[config.mk]
export PLATFORM = sky130hd
export DESIGN_NAME = lc3b_control
export DESIGN_NICKNAME = d
export VERILOG_FILES = /design/src/rtl/lc3b_control.sv
export SDC_FILE = /design/constraint.sdc
export NUM_CORES = 1
export LEC_CHECK = 0
export CAP_MARGIN = 30
export CORE_MARGIN = 3
export CORE_UTILIZATION = 42
export DETAILED_ROUTE_END_ITERATION = 6
export HOLD_SLACK_MARGIN = 0.05
export PLACE_DENSITY = 0.76
export SYNTH_ARGS = -nofsm -noshare
export SYNTH_HDL_FRONTEND = slang
export SYNTH_SLANG_ARGS = --single-unit
[constraint.sdc]
create_clock -name clk -period 2.5 [get_ports clk]
set_input_delay 0.5 -clock clk [delete_from_list [all_inputs] [get_ports clk]]
set_output_delay 0.5 -clock clk [all_outputs]
set_load 0.03 [all_outputs]
[src/rtl/lc3b_control.sv]
// Multi-cycle Moore control FSM for the LC-3b datapath.
// It also tracks retired instructions, a halt state and memory-wait timeouts.
module lc3b_control #(
   parameter int MEM_TIMEOUT = 16,
   parameter int CNT_W       = 16
) (
   input  logic             clk,
   input  logic             reset,
   input  logic [15:0]      IR,
   input  logic             N,
   input  logic             Z,
   input  logic             P,
   input  logic             R,
   output logic [2:0]       aluop,
   output logic             LDCC,
   output logic             LDIR,
   output logic             LDREG,
   output logic             LDPC,
   output logic             LDMAR,
   output logic             LDMDR,
   output logic             MEMEN,
   output logic             br_taken,
   output logic             halted,
   output logic             mem_err,
   output logic [CNT_W-1:0] retired
);

   localparam int WCW = $clog2(MEM_TIMEOUT) + 1;

   typedef enum logic [3:0] {
      S_RST, S_F_MAR, S_F_WAIT, S_F_MDR, S_F_IR, S_DECODE, S_EX_ALU, S_LD_MAR,
      S_LD_WAIT, S_LD_MDR, S_LD_REG, S_ST_MAR, S_ST_WR, S_EX_BR, S_NOP, S_HALT
   } state_t;

   state_t             state_q, state_d;
   logic [WCW-1:0]     wcnt_q, wcnt_d;
   logic [CNT_W-1:0]   ret_q, ret_d;
   logic [2:0]         alu_q, alu_d;
   logic               br_q, br_d;
   logic               err_q, err_d;
   logic               in_wait, last_wait, timeout, retire;

   always_ff @(posedge clk or posedge reset) begin
      if (reset) begin
         state_q <= S_RST;
         wcnt_q  <= '0;
         ret_q   <= '0;
         alu_q   <= 3'b000;
         br_q    <= 1'b0;
         err_q   <= 1'b0;
      end else begin
         state_q <= state_d;
         wcnt_q  <= wcnt_d;
         ret_q   <= ret_d;
         alu_q   <= alu_d;
         br_q    <= br_d;
         err_q   <= err_d;
      end
   end

   assign in_wait   = (state_q == S_F_WAIT) || (state_q == S_LD_WAIT) || (state_q == S_ST_WR);
   assign last_wait = (wcnt_q == WCW'(MEM_TIMEOUT - 1));

   // ALU op and branch outcome are latched in DECODE so every output stays a pure function of state.
   always_comb begin
      state_d = state_q;
      alu_d   = alu_q;
      br_d    = br_q;
      timeout = 1'b0;
      case (state_q)
         S_RST:     state_d = S_F_MAR;
         S_F_MAR:   state_d = S_F_WAIT;
         S_F_WAIT:  if (R) state_d = S_F_MDR;
                    else if (last_wait) timeout = 1'b1;
         S_F_MDR:   state_d = S_F_IR;
         S_F_IR:    state_d = S_DECODE;
         S_DECODE: begin
            br_d = (IR[11] & N) | (IR[10] & Z) | (IR[9] & P);
            case (IR[15:12])
               4'b0001: begin state_d = S_EX_ALU; alu_d = 3'b000; end
               4'b0101: begin state_d = S_EX_ALU; alu_d = 3'b001; end
               4'b1001: begin state_d = S_EX_ALU; alu_d = 3'b010; end
               4'b0110: state_d = S_LD_MAR;
               4'b0111: state_d = S_ST_MAR;
               4'b0000: state_d = S_EX_BR;
               4'b1111: state_d = (IR[7:0] == 8'h25) ? S_HALT : S_NOP;
               default: state_d = S_NOP;
            endcase
         end
         S_EX_ALU:  state_d = S_F_MAR;
         S_LD_MAR:  state_d = S_LD_WAIT;
         S_LD_WAIT: if (R) state_d = S_LD_MDR;
                    else if (last_wait) timeout = 1'b1;
         S_LD_MDR:  state_d = S_LD_REG;
         S_LD_REG:  state_d = S_F_MAR;
         S_ST_MAR:  state_d = S_ST_WR;
         S_ST_WR:   if (R) state_d = S_F_MAR;
                    else if (last_wait) timeout = 1'b1;
         S_EX_BR:   state_d = S_F_MAR;
         S_NOP:     state_d = S_F_MAR;
         S_HALT:    state_d = S_HALT;
         default:   state_d = S_RST;
      endcase
      if (timeout) state_d = S_HALT;
   end

   // Counter restarts on every entry into a wait state because any exit from one clears it.
   assign wcnt_d = (in_wait && state_d == state_q) ? wcnt_q + WCW'(1) : '0;
   assign err_d  = err_q | timeout;
   assign retire = (state_d == S_F_MAR) && (state_q != S_RST);
   assign ret_d  = retire ? ret_q + CNT_W'(1) : ret_q;

   always_comb begin
      aluop    = 3'b000;
      LDCC     = 1'b0;
      LDIR     = 1'b0;
      LDREG    = 1'b0;
      LDPC     = 1'b0;
      LDMAR    = 1'b0;
      LDMDR    = 1'b0;
      MEMEN    = 1'b0;
      br_taken = 1'b0;
      halted   = 1'b0;
      case (state_q)
         S_F_MAR:  begin LDMAR = 1'b1; LDPC = 1'b1; end
         S_F_MDR:  LDMDR = 1'b1;
         S_F_IR:   LDIR  = 1'b1;
         S_EX_ALU: begin LDREG = 1'b1; LDCC = 1'b1; aluop = alu_q; end
         S_LD_MAR: LDMAR = 1'b1;
         S_LD_MDR: LDMDR = 1'b1;
         S_LD_REG: begin LDREG = 1'b1; LDCC = 1'b1; aluop = 3'b011; end
         S_ST_MAR: LDMAR = 1'b1;
         S_ST_WR:  MEMEN = 1'b1;
         S_EX_BR:  br_taken = br_q;
         S_HALT:   halted = 1'b1;
         default:  ;
      endcase
   end

   assign mem_err = err_q;
   assign retired = ret_q;

endmodule

==> flow_summary_export.csv <==
group,metric,value,unit
sta,setup_slack,-0.06496,ns
sta,fin_skew,0.006586,ns
route,routedWlPerCell,14.65,µm
sta,tightest_slew,0.5159,ns
route,ant_nets,0,
sta,final-hold-violation-count,0,
clock_tree,cts_buffers,5,
worst_setup_path,worstPathCellList,"ha_2 -> and3_4 -> ha_4 -> nand4bb_1 -> a311oi_2 -> a211o_1 -> or4_4 -> buf_12 -> buf_12 -> nor3_4 -> xor2_1",
yosys,async_flop_share,100.0,%
finish,stdcell_count,311,
hold_path,hp-class,"reg -> reg",
run,max_cap_viol_count,0,
yosys,synth_top_area_cell,"dfrtp_1",
sta,rsz0062_at_grt,"true",
sta,relSlewSlack,65.51,%
clock_tree,clk_latency,0.28,ns
finish,areaGrowthSynthToFinish,52.91,%
worst_setup_path,path_max_fanout,8,
floorplanning,dieArea,4897,µm²
clock_tree,root_buffer,"clkbuf_8",
worst_setup_path,cp-end-kind,"flop",
placement,port-buffer-count,48,
yosys,netlist_instances,187,
clock_tree,cts_tree,"done",
floorplanning,start_util,45.26,%
grt,grt_usage,19.67,%
grt,grt_pass1_wl,7596,µm
yosys,synth_edf_count,0,
sta,min_period,2.565,ns
sta,setup_viol,7,
clock_tree,clk_path_buf_depth,2,
power,cellPowerDensity,1057,nW/µm²
sta,fmax,389.9,MHz
worst_setup_path,crit_required,2.71,ns
finish,num-nets-final,287,
grt,overflow,0,
clock_tree,path_clk_slew,0.06,ns
floorplanning,die_h,69.98,µm
grt,antenna_found_initial,0,
clock_tree,cts.sinks,29,
yosys,ys_ff_latch,29,
yosys,synth_area_leaders,"dfrtp_1 42%, xor2_1 6.6%, nor2_1 6.1%, nor3_1 3.5%, nor3_2 2.9%",
route,num_vias,1629,
sta,final.setup.tns,-0.2567,ns
worst_setup_path,startpoint_type,"flop",
yosys,syn_nets,212,
worst_setup_path,critPathTopFamily,"simple AND/OR/NAND/NOR gates",
route,drc_errors,0,
sta,holdWs,0.4682,ns
grt,first_global_vias,1580,
worst_setup_path,crit_type,"reg -> reg",
status,violations,"setup timing",
worst_setup_path,crit_top_cell,"buf_12",
worst_setup_path,path_buf_inv,2,
finish,drive_gt1_share,22.43,%
sta,post-route-period-util,102.6,%
floorplanning,core_area,3799,µm²
placement,placedCellCount,297,
placement,gp_congestion,0.8342,
yosys,yosysSeqAreaShare,42.21,%
yosys,syn-cell-area,1719,µm²
floorplanning,num_rows,22,
power,p_leak,1.262,nW
route,first_iter_violations,74,
yosys,yosys_most_used_dff,"dfrtp_1",
yosys,ys_types,45,
floorplanning,die_w,69.98,µm
yosys,synth_warnings,0,
clock_tree,htree_levels,2,
placement,dp_hpwl,3211,µm
worst_setup_path,crit_slowest_cell,"or4_4",
floorplanning,ios,51,
status,status,"finished with violations",
route,vias_per_cell,5.238,
yosys,synth.top_cell.area_share,42.21,%
power,peakVddDrop,0.5936,mV
yosys,synth.avg_cell_area,9.193,µm²
worst_setup_path,cpPeakStageDelay,0.44,ns
route,wl,4556,µm
sta,drv_slew,0,
route,dr.pass1.iters,4,
grt,grt_max_degree,30,
finish,antenna_cells,0,
placement,place_ws,-0.5239,ns
worst_setup_path,cp.arrival,2.78,ns
[metrics by stage]
stage | utilization [%] | instance area (µm²) | power, mW
after floorplan | - | 1728 | 1.608
after global placement | 62.62 | 2379 | 2.021
after detailed placement | 62.62 | 2379 | 2.044
after CTS | 68.05 | 2585 | 2.687
after global routing | 69.20 | 2629 | 2.955
final | 69.20 | 2629 | 2.780
[cells in the final DEF (no fill, tap or decap), types with 7 or more instances in the layout]
| cell | instances |
|---|---|
| dfrtp_1 | 29 |
| nand3_1 | 9 |
| nor3_1 | 12 |
| nor2_1 | 25 |
| nand2_1 | 9 |
| clkbuf_8 | 7 |
| buf_4 | 27 |
| clkdlybuf4s50_1 | 36 |
| xor2_1 | 13 |
| inv_1 | 10 |
| dlygate4sd2_1 | 10 |
[metal layers]
layer  track usage [%]  routed length, µm  vias up  share of wire, %
li1                  -                  -      804                 -
met1             24.39               1939      780                43
met2             33.47               2326       39                51
met3             4.317                207        6               4.5
met4             7.021                 82        0               1.8
met5                 0                  0        -                 0
[where the power goes]
part | switching, mW | total [mW] | internal (mW)
Clock | 0.175 | 0.423 | 0.248
Sequential | 0.136 | 0.719 | 0.582
Combinational | 0.897 | 1.64 | 0.740
Total | 1.21 | 2.78 | 1.57
[area by class of cell]
type / count / area [µm²]
fill: 305 / 1170
multi-input combinational: 138 / 984.7
sequential: 29 / 725.7
timing repair buffer: 78 / 719.4
clock buffer: 7 / 96.34
tap: 48 / 60.06
inverter: 10 / 37.54
clock inverter: 1 / 5.005
[kinds of logic (layout without fill, tap and decap cells)]
family / Yosys count / count (layout) / synth area share [%]
AOI/OAI and AO/OA: 21 / 21 / 8.152
xor gates and xnor gates: 17 / 17 / 8.661
adders and majority gates: 3 / 3 / 2.184
buffers and inverters: 20 / 96 / 6.041
DFF: 29 / 29 / 42.21
muxes: 1 / 1 / 0.6550
other: 1 / 1 / 0.2181
and+or+nand+nor: 95 / 95 / 31.88
[worst paths after layout]
path,slack (ns),cells after the start,from,end
max reg2reg,-0.06,11,wcnt_q[1],retired[6]
max in group asynchronous,1.65,3,reset,retired[1]
min,0.47,1,mem_err,mem_err
min in group asynchronous,0.58,3,reset,wcnt_q[0]
max,-0.06,11,wcnt_q[1],retired[6]
min reg2reg,0.47,1,mem_err,mem_err
[flip-flops by register name (all words and copies together) (netlist names)]
| register | count |
|---|---|
| alu_q | 2 |
| br_q | 1 |
| mem_err | 1 |
| retired | 16 |
| state_q | 4 |
| wcnt_q | 5 |
[worst register-to-register path, delay by kind of cell (launching register included)]
kind	cells	cell delay, ns
fa+ha+maj	2	0.35
compound gates	2	0.39
buf+inv	2	0.30
flops	1	0.38
simple gates	4	0.92
xor+xnor	1	0.15
[Yosys cell counts (all sizes together) (3+ instances only)]
cell / count
nand2: 9
nor2b: 5
ha: 3
nor4: 6
a21oi: 4
o21ai: 6
xor2: 13
nor2: 28
inv: 10
nor3: 17
dfrtp: 29
xnor2: 4
buf: 8
nand3: 9
[repair_timing]
action,4_1_cts,5_1_grt
pin swaps,6,12
hold buffers,0,0
setup endpoints to repair,22,18
resized for setup,31,7
setup buffers,3,3
No activity file was read; power rests on OpenSTA's default activity.
